File: config.mk
export PLATFORM = sky130hd
export DESIGN_NAME = handshake_rr_arbiter
export DESIGN_NICKNAME = d
export VERILOG_FILES = /design/src/rtl/handshake_rr_arbiter.sv
export SDC_FILE = /design/constraint.sdc
export NUM_CORES = 1
export LEC_CHECK = 0
export ABC_CLOCK_PERIOD_IN_PS = 2200
export CAP_MARGIN = 20
export CORE_UTILIZATION = 32
export CTS_CLUSTER_SIZE = 28
export DETAILED_ROUTE_END_ITERATION = 10
export HOLD_SLACK_MARGIN = 0.08
export PLACE_DENSITY = 0.84
export SLEW_MARGIN = 0
export SYNTH_ARGS = -nofsm -noshare
export SYNTH_HDL_FRONTEND = slang
export SYNTH_SLANG_ARGS = --single-unit
File: constraint.sdc
create_clock -name clock -period 2.2 [get_ports clock]
set_clock_uncertainty 0.2 [all_clocks]
set_input_delay 0.44 -clock clock [delete_from_list [all_inputs] [get_ports clock]]
set_output_delay 0.44 -clock clock [all_outputs]
set_load 0.05 [all_outputs]
File: src/rtl/handshake_rr_arbiter.sv
// N-to-1 round-robin arbiter into one registered valid/ready stage; 1-cycle latency, 1 beat/cycle.
// Backpressure: o_ready only to the granted requester while the stage is empty or draining. Packet lock under HANDSHAKE_RR_ARBITER_LOCK_EN.
module handshake_rr_arbiter #(
  parameter int N  = 4,
  parameter int W  = 8,
  parameter int IW = $clog2(N)
) (
  input  logic            clock,
  input  logic            reset_n,
  input  logic [N*W-1:0]  i_value,
  input  logic [N-1:0]    i_valid,
  output logic [N-1:0]    o_ready,
  input  logic [N-1:0]    i_last,
  output logic [W-1:0]    o_value,
  output logic [IW-1:0]   o_id,
  output logic            o_valid,
  input  logic            i_ready
);

  typedef struct packed {
    logic [IW-1:0] id;
    logic [W-1:0]  value;
  } beat_t;

  beat_t         beat_q, beat_d;
  logic          vld_q, vld_d;
  logic [IW-1:0] ptr_q, ptr_d;

  logic          m_ready;
  logic [N-1:0]  grant;
  logic          grant_vld;
  logic [IW-1:0] grant_id;
  logic [IW-1:0] ptr_next;
  logic          xfer;

`ifdef HANDSHAKE_RR_ARBITER_LOCK_EN
  logic          lock_q, lock_d;
  logic [IW-1:0] lock_id_q, lock_id_d;
`else
  logic          unused_last;
  assign unused_last = ^i_last;
`endif

  assign m_ready = ~vld_q | i_ready;

  // First valid requester at or after ptr, wrapping; a held lock overrides the search.
  always_comb begin
    grant     = '0;
    grant_vld = 1'b0;
    grant_id  = '0;
    for (int i = 0; i < N; i++) begin
      if (!grant_vld && i_valid[(int'(ptr_q) + i) % N]) begin
        grant_vld = 1'b1;
        grant_id  = IW'((int'(ptr_q) + i) % N);
      end
    end
`ifdef HANDSHAKE_RR_ARBITER_LOCK_EN
    if (lock_q) begin
      grant_vld = i_valid[lock_id_q];
      grant_id  = lock_id_q;
    end
`endif
    if (grant_vld) grant[grant_id] = 1'b1;
  end

  assign o_ready  = {N{m_ready}} & grant;
  assign xfer     = m_ready & grant_vld;
  assign ptr_next = (grant_id == IW'(N - 1)) ? '0 : grant_id + IW'(1);

  always_comb begin
    beat_d = beat_q;
    vld_d  = vld_q;
    ptr_d  = ptr_q;
`ifdef HANDSHAKE_RR_ARBITER_LOCK_EN
    lock_d    = lock_q;
    lock_id_d = lock_id_q;
`endif
    if (xfer) begin
      beat_d.value = i_value[grant_id*W +: W];
      beat_d.id    = grant_id;
      vld_d        = 1'b1;
`ifdef HANDSHAKE_RR_ARBITER_LOCK_EN
      if (i_last[grant_id]) begin
        lock_d = 1'b0;
        ptr_d  = ptr_next;
      end else begin
        lock_d    = 1'b1;
        lock_id_d = grant_id;
      end
`else
      ptr_d = ptr_next;
`endif
    end else if (m_ready) begin
      vld_d = 1'b0;
    end
  end

  always_ff @(posedge clock or negedge reset_n) begin
    if (!reset_n) begin
      beat_q <= '0;
      vld_q  <= 1'b0;
      ptr_q  <= '0;
    end else begin
      beat_q <= beat_d;
      vld_q  <= vld_d;
      ptr_q  <= ptr_d;
    end
  end

`ifdef HANDSHAKE_RR_ARBITER_LOCK_EN
  always_ff @(posedge clock or negedge reset_n) begin
    if (!reset_n) begin
      lock_q    <= 1'b0;
      lock_id_q <= '0;
    end else begin
      lock_q    <= lock_d;
      lock_id_q <= lock_id_d;
    end
  end
`endif

  assign o_value = beat_q.value;
  assign o_id    = beat_q.id;
  assign o_valid = vld_q;

endmodule

Word-level counts from Yosys, hierarchy flattened
Index checks and enable logic that the tools add are counted.
{ "totals": {"regBits": 13, "input_bits": 43, "elab_cells": 59} }
{ "op_classes": {"addsub": 4, "magnitude_cmp": 6, "n_eq_ne": 1, "n_shift": 1, "muxes": 25, "bitwise_logic": 7, "n_reduce_logical": 11} }
{ "op_table": {"columns": ["cell", "n"], "rows": [
  ["indexed part select 32 x 6 -> 8 bit", 1],
  ["2-to-1 mux 1 bit", 14],
  ["less-than comparator 3 x 4 -> 1 bit, second input constant", 3],
  ["2-to-1 mux 2 bit", 5],
  ["binary-select mux 1 bit (select 2 bit)", 4],
  ["less-than comparator 2 x 3 -> 1 bit, second input constant", 2],
  ["OR reduction 2 bit", 3],
  ["adder 2 x 1 -> 2 bit, second input constant", 2],
  ["adder 2 bit, second input constant", 2],
  ["AND 4 bit", 1],
  ["logical AND 1 bit", 4],
  ["2-to-1 mux 4 bit", 1],
  ["AND 1 bit, first input constant", 3],
  ["zero test 1 bit", 3],
  ["demux 1 bit (select 2 bit)", 1],
  ["== test 2 bit, second input constant", 1],
  ["greater-or-equal comparator 2 x 1 -> 1 bit, second input constant", 1],
  ["nonzero test 2 bit", 1],
  ["AND 1 bit", 1],
  ["inverter 1 bit", 1],
  ["bitwise OR 1 bit", 1]
]} }

Longest topological paths before layout
{ "logic_depth": {"depth_word": 20, "depth_mapped": 8, "ltp_nobuf": 6} }

Least setup slack after synthesis
No wires, ideal clock.
{ "synth_timing": {"kind": "flip-flop to output port", "from": "register vld_q, in the netlist o_valid", "to": "output o_ready[2]", "arrival_time_ps": 2002, "required_time_ps": 1560, "path_slack_ps": -442, "stages_incl_launch_ff": 5, "path_buffers": 0, "cell_sequence": "dfrtp_1 nand2b_1 nand2_1 nor3_2 nor2b_1"} }
{ "synth_between": {"elab_chain_cells": 3} }
{ "synth_rtl": {"columns": ["element", "line", "source"], "rows": [
  ["start, declared", "26", "logic vld_q, vld_d;"],
  ["start signal, assigned", "105", "vld_q <= vld_d;"],
  ["inverter 1 bit", "44", "assign m_ready = ~vld_q | i_ready;"],
  ["bitwise OR 1 bit", "44", null],
  ["AND 4 bit", "66", "assign o_ready = {N{m_ready}} & grant;"],
  ["end, declared", "12", "output logic [N-1:0] o_ready,"]
]} }
Every way passes these cells.

Worst setup path in the final report
{ "layout_timing": {"from": "register ptr_q[1]", "to": "output o_ready[3]"} }
{ "layout_between": {"elab_chain_cells": 18} }
{ "layout_rtl": {"columns": ["element", "line", "source"], "rows": [
  ["start, declared", "27", "logic [IW-1:0] ptr_q, ptr_d;"],
  ["start signal, assigned", "106", "ptr_q <= ptr_d;"],
  ["adder 2 x 1 -> 2 bit / binary-select mux 1 bit (select 2 bit) (equally long branches)", "52, 54", null],
  ["binary-select mux 1 bit (select 2 bit) / 2-to-1 mux 1 bit (equally long branches)", "52", "if (!grant_vld && i_valid[(int'(ptr_q) + i) % N]) begin"],
  ["2-to-1 mux 1 bit (not written as such)", "52", null],
  ["2-to-1 mux 1 bit (not written as such) / zero test 1 bit (equally long branches)", "52", null],
  ["logical AND 1 bit", "52", null],
  ["2-to-1 mux 1 bit", "52", null],
  ["zero test 1 bit", "52", null],
  ["logical AND 1 bit", "52", null],
  ["[2 not listed]", null, null],
  ["logical AND 1 bit", "52", null],
  ["2-to-1 mux 2 bit", "52", null],
  ["less-than comparator 2 x 3 -> 1 bit (not written as such) / greater-or-equal comparator 2 x 1 -> 1 bit (equally long branches)", "63", "if (grant_vld) grant[grant_id] = 1'b1;"],
  ["logical AND 1 bit (not written as such)", "63", null],
  ["2-to-1 mux 1 bit (not written as such)", "63", null],
  ["demux 1 bit (select 2 bit)", "63", null],
  ["2-to-1 mux 4 bit (*)", "63", null],
  ["AND 4 bit (*)", "66", null]
]} }
Mark *: on every way between the ends. The rest lies on a longest branch, timed or not. The select of a mux whose other input is x is not followed.

==> flow_metrics.tcl <==
set metrics [dict create \
    multi_input_area_um2 628.1 \
    fin_setup_tns_ns -0.5681 \
    synth_warnings 0 \
    grt_pass1_wl_um 4374 \
    drtAntennaViolNets 0 \
    nets 214 \
    synth_nets 140 \
    htree_levels 1 \
    critical_path_peak_fanout 6 \
    vdd_drop_max_uv 646.7 \
    min_period_ns 2.377 \
    endpoint_kind "output port" \
    dieArea_um2 3003 \
    required_ns 1.56 \
    drt_iter0_drc 11 \
    hold_class "reg -> reg" \
    grt_pass1_vias 1037 \
    core_area_um2 2545 \
    vias_per_cell 5.246 \
    synth.ff_latch_count 13 \
    slew_viol_final 0 \
    dp_slack_ns -0.4646 \
    cts_inserted_buffers 3 \
    grt_remaining_overflow 0 \
    hold_path_depth 2 \
    cap_violations 0 \
    grt_max_degree 14 \
    fmax_mhz 420.7 \
    postSynthAreaPerCell_um2 9.293 \
    register_area_um2 327.8 \
    clk_pin_slew_ns 0.09 \
    hold_violations 0 \
    dieHeight_um 54.80 \
    instances_no_fill 199 \
    cellPowerDensity_nw_per_um2 1032 \
    die_w_um 54.80 \
    rsz0062_at_grt "yes" \
    diodes 0 \
    power_leakage_nw 0.7427 \
    areaGrowthSynthToFinish_pct 96.07 \
    clock_sinks 13 \
    min_period_over_period_pct 108.1 \
    crit_type "reg -> out" \
    remaining_drc_errors 0 \
    status "complete, but fails checks" \
    ys_types 27 \
    dp_cells 189 \
    tritoncts "built" \
    floorplan.initialDensity_pct 35.05 \
    root_buffer "clkbuf_4" \
    relSlewSlack_pct 57.02 \
    drive_above_1_share_pct 30.77 \
    syn-instance-count 96 \
    gp_congestion 0.7833 \
    crit_path_start_kind "flop" \
    detail_route.wl_per_cell_um 15.15 \
    violations "setup timing" \
    post-dp-hpwl_um 2175 \
    worstSkewPairLatency_ns 0.28 \
    antenna_found_initial 0 \
    total_power_mw 1.806 \
    io_pins 58 \
    track_usage_pct 21.08 \
    cts.path.max_buffers 2 \
    setup_slack_ns -0.1771 \
    r2r_cells 8 \
    syn-cell-area_um2 892.1 \
    hold_ws_ns 0.2847 \
    setup_violations 4 \
    tightestPinTransition_ns 0.6427 \
    synth-seq-area-share_pct 36.47 \
    via_count 1044 \
    drt_pass1_iterations 4 \
    ctsHoldBuffers 0 \
    portBuffers 53 \
    drt-total-wl_um 3015 \
    n_fill_cell 197 \
    rows 18 \
    worstPathArrival_ns 1.74 \
]
## sequential cells by signal (all words and copies together), names as in the netlist
register	cells
o_value	8
o_id	2
ptr_q	2
o_valid	1
## power by group
| group | switching [mW] | total, mW | internal, mW |
|---|---|---|---|
| Sequential | 0.0743 | 0.406 | 0.332 |
| Clock | 0.0831 | 0.153 | 0.0703 |
| Combinational | 0.681 | 1.25 | 0.565 |
| Total | 0.839 | 1.81 | 0.967 |
## cell families (layout without fill, tap and decap cells)
logic type      Yosys count  count (layout)  synth area share [%]
mux                       9               9                 10.10
compound gates           31              31                 26.79
flops                    13              13                 36.47
buf+inv                   6              79                 4.628
simple gates             36              36                 20.62
fa+ha+maj                 1               1                 1.402
## layout make-up
class,count,area share [%]
inverter,1,0.2146
tap,30,2.146
timing repair buffer,74,41.49
sequential,13,18.74
multi-input combinational,77,35.91
clock buffer,4,1.502
## worst max-delay path: stages, from the launching register on
cell and delay, ns:
dfrtp_2 0.47, mux2i_1 0.16, a2bb2oi_2 0.21, and2_4 0.19, ha_4 0.12, and3_4 0.18, buf_12 0.13
## Yosys cell counts
| library cell | n | area [um2] |
|---|---|---|
| dfrtp_1 | 13 | 325.3 |
| a211oi_1 | 11 | 82.58 |
| nand2_1 | 11 | 41.29 |
| nor2_1 | 10 | 37.54 |
| mux2i_1 | 9 | 90.09 |
| a21boi_0 | 8 | 60.06 |
| and3_1 | 4 | 25.02 |
| nand2b_1 | 3 | 18.77 |
| o211ai_1 | 3 | 22.52 |
| o21ai_0 | 3 | 15.01 |
| a21o_1 | 2 | 15.01 |
| buf_6 | 2 | 22.52 |
| clkbuf_1 | 2 | 7.510 |
| nor2b_1 | 2 | 12.51 |
| a21oi_1 | 1 | 5.000 |
| a2bb2oi_2 | 1 | 15.01 |
| and2_1 | 1 | 6.260 |
| and2_4 | 1 | 8.760 |
| buf_4 | 1 | 7.510 |
| ha_1 | 1 | 12.51 |
| inv_1 | 1 | 3.750 |
| nand3_1 | 1 | 5.000 |
| nor3_2 | 1 | 10.01 |
| nor3b_1 | 1 | 7.510 |
| o21a_1 | 1 | 7.510 |
| o21ai_4 | 1 | 16.27 |
| or4_4 | 1 | 11.26 |
## routing by layer
metal	up-vias	track usage (%)	share of wire, %
li1	498	-	-
met1	486	22.13	39
met2	52	39.96	53
met3	8	2.778	6.5
met4	0	10.68	1.8
met5	-	0	0
## through the flow
| stage | cell area (um2) | util (%) |
|---|---|---|
| 6_report | 1749 | 68.73 |
| 5_1_grt | 1749 | 68.73 |
| 4_1_cts | 1674 | 65.78 |
| 3_5_place_dp | 1593 | 62.59 |
| 3_3_place_gp | 1593 | 62.59 |
| 2_1_floorplan | 909.6 | - |
## worst paths after layout
kind	end	slack, ns	startpoint
min in group asynchronous	o_valid	0.35	reset_n
max reg2reg	o_value[5]	0.15	ptr_q[1]
min	o_id[0]	0.28	o_id[0]
max in group asynchronous	ptr_q[0]	1.00	reset_n
min reg2reg	o_id[0]	0.28	o_id[0]
max	o_ready[3]	-0.18	ptr_q[1]
## timing repair
action                                  CTS  global route
resized for setup                        21            11
pin swaps                                 6             6
setup buffers                             3             3
endpoints found under the setup margin    9             4
## placed cells by master, fill, tap and decap left out, types with 3 or more instances in the layout
master / n
buf_12: 4
buf_4: 19
dfrtp_1: 11
nand2_1: 10
mux2i_1: 9
o21ai_0: 3
clkbuf_4: 3
and3_1: 3
clkdlybuf4s50_1: 45
o211ai_1: 3
nand2b_4: 3
a21boi_0: 8
a211oi_1: 10
nor2_1: 6
Note: power is estimated with default switching activity, not from simulation.
==> patch (config.mk and constraints unchanged) <==
`N`: 4 -> 8.
--- a/src/rtl/handshake_rr_arbiter.sv
+++ b/src/rtl/handshake_rr_arbiter.sv
@@ -3,3 +3,3 @@
 module handshake_rr_arbiter #(
-  parameter int N  = 4,
+  parameter int N  = 8,
   parameter int W  = 8,
Interface: changed (5 resized); port bits go from 58 to 103. The function was not compared with the original's and may differ.
==> patch against the original RTL <==
- the run still ends with negative setup slack left
- final area rose to 2.9 times the old value
- routed wire length grew to 3.6 times the old value
- worst setup slack worse by 1.6 ns
- non-clock buffer count increased by 115
- fmax fell by 41%
- cell count increased to 2.9 times the old value
- sequential cell count grew 2
- area after synthesis increased to 3.1 times the old value
- largest cell class is now multi-input gates
- highest routed layer unchanged
Power is left out: the tool's default activity adds up to more than one toggle a clock period on the data nets, which glitch-free logic cannot reach.
==> patch: results (changes against the original RTL) <==
Outcome
  • Outcome: finished with violations (unchanged)
  • Violated checks: negative setup slack (unchanged)

GRT
  • GRT Util Overall: 0.2152 (was 0.2108)
  • GRT met3 Usage: 0.02233 (was 0.02778)
  • Largest net degree at the start of global routing: 33 (was 14)
  • Vias in the first global route: 3214 (was 1037)
  • First-pass GRT wire length: 15340 um (was 4374 um)
  • Met2 Use GR: 0.3923 (was 0.3996)

Yosys
  • Register area share after synthesis: 0.1346 (was 0.3647)
  • Syn Nets: 392 (was 140)
  • Post-synth top cells: a211oi_1 (25), mux2i_1 (25), o211ai_1 (25), nand2_1 (22), inv_1 (21) (was dfrtp_1 (13), a211oi_1 (11), nand2_1 (11), nor2_1 (10), mux2i_1 (9))
  • Synth unique cells: 52 (was 27)

Setup path
  • CP max FO: 5 (was 6)
  • Max incr delay on CP: 0.52 ns (was 0.47 ns)
  • Register-to-register setup slack: -1.57 ns (was 0.15 ns)
  • CP max-delay cell: mux4_2 (was dfrtp_2)
  • Cell family with most CP delay: compound AO/OA/AOI/OAI gates (was flip-flops)

Route
  • Detailed Route WL: 10780 um (was 3015 um)
  • DR pass1 iterations: 5 (was 4)
  • Routed vias/inst: 5.856 (was 5.246)
  • DR iter-0 viols: 168 (was 11)

Timing
  • Final worst slack: -1.809 ns (was -0.1771 ns)
  • Final setup violating endpoints: 23 (was 4)
  • TNS Setup: -33.99 ns (was -0.5681 ns)
  • Relative slew margins: 0.6525 (was 0.5702)

Clock tree
  • Worst-skew pair later-pin latency: 0.25 ns (was 0.28 ns)
  • CTS root buffer: clkbuf_8 (was clkbuf_4)

Finish
  • Fraction of layout cells with a size suffix above 1: 0.4234 (was 0.3077)
  • Nets@finish: 556 (was 214)

Placed design
  • IO Port Bufs: 94 (was 53)
## patch: changes by cell type after synthesis, moves of 8 or more
| cell | unedited run | this run |
|---|---|---|
| a22oi_1 | 0 | 9 |
| o211ai_1 | 3 | 25 |
| clkbuf_1 | 2 | 15 |
| a211oi_1 | 11 | 25 |
| a2bb2oi_1 | 0 | 16 |
| nand2_1 | 11 | 22 |
| o211ai_2 | 0 | 8 |
| mux4_2 | 0 | 17 |
| mux2i_1 | 9 | 25 |
| mux2_2 | 0 | 12 |
| inv_1 | 1 | 21 |
| a21boi_0 | 8 | 0 |
## patch: cell families after synthesis
group	after synthesis	synth area share
compound gates	117	0.3366
xor+xnor	5	0.01841
fa+ha+maj	2	0.008975
buf+inv	53	0.1005
flops	15	0.1346
mux	58	0.2998
simple gates	57	0.1010
## patch: worst min-delay path: stages (launching register included)
cell     delay [ns]
dfrtp_1        0.36
nand2_1        0.05
nand2_1        0.05
## patch: stage by stage
stage / cells / hold slack (ns) / utilization / instance area (sq um) / worst slack, ns
global placement: 543 / 0.2604 / 0.5243 / 4373 / -1.682
finish: 575 / 0.2847 / 0.6016 / 5017 / -1.809
CTS: 564 / 0.2864 / 0.5755 / 4800 / -1.613
floorplan: 307 / -0.05559 / - / 2979 / -1.662
global route: 575 / 0.3131 / 0.6016 / 5017 / -1.884
detailed placement: 543 / 0.2719 / 0.5243 / 4373 / -1.831
## patch: worst paths after layout
check | startpoint | to | cells past startpoint
max in group asynchronous | reset_n | o_value[5]$_DFFE_PN0P_ | 2
setup / recovery | ptr_q[0]$_DFFE_PN0P_ | o_ready[5] | 13
setup reg to reg | ptr_q[0]$_DFFE_PN0P_ | o_value[7]$_DFFE_PN0P_ | 16
min in group asynchronous | reset_n | o_id[2]$_DFFE_PN0P_ | 2
hold / removal | o_id[2]$_DFFE_PN0P_ | o_id[2]$_DFFE_PN0P_ | 2
hold reg to reg | o_id[2]$_DFFE_PN0P_ | o_id[2]$_DFFE_PN0P_ | 2
## patch: cell type report
cell class	count	area, sq um
inverters	22	87.58
fillers	672	3323
well taps	105	131.4
multi-input cells	240	2549
flip-flops and latches	15	375.4
clock buffers	4	45.04
repair buffers	189	1829
## patch: what timing repair did
| action | CTS | global route |
|---|---|---|
| buffers inserted | 17 | 12 |
| cloned | 3 | 1 |
| pin swaps | 20 | 16 |
| hold buffers | 0 | 0 |
| endpoints found under the setup margin | 23 | 23 |
| resized for setup | 73 | 24 |
## patch: per-layer routing
layer | part of all wire | wire (um)
met5 | 0 | 0
met4 | 0.029 | 313
met3 | 0.069 | 748
met2 | 0.51 | 5522
met1 | 0.39 | 4197
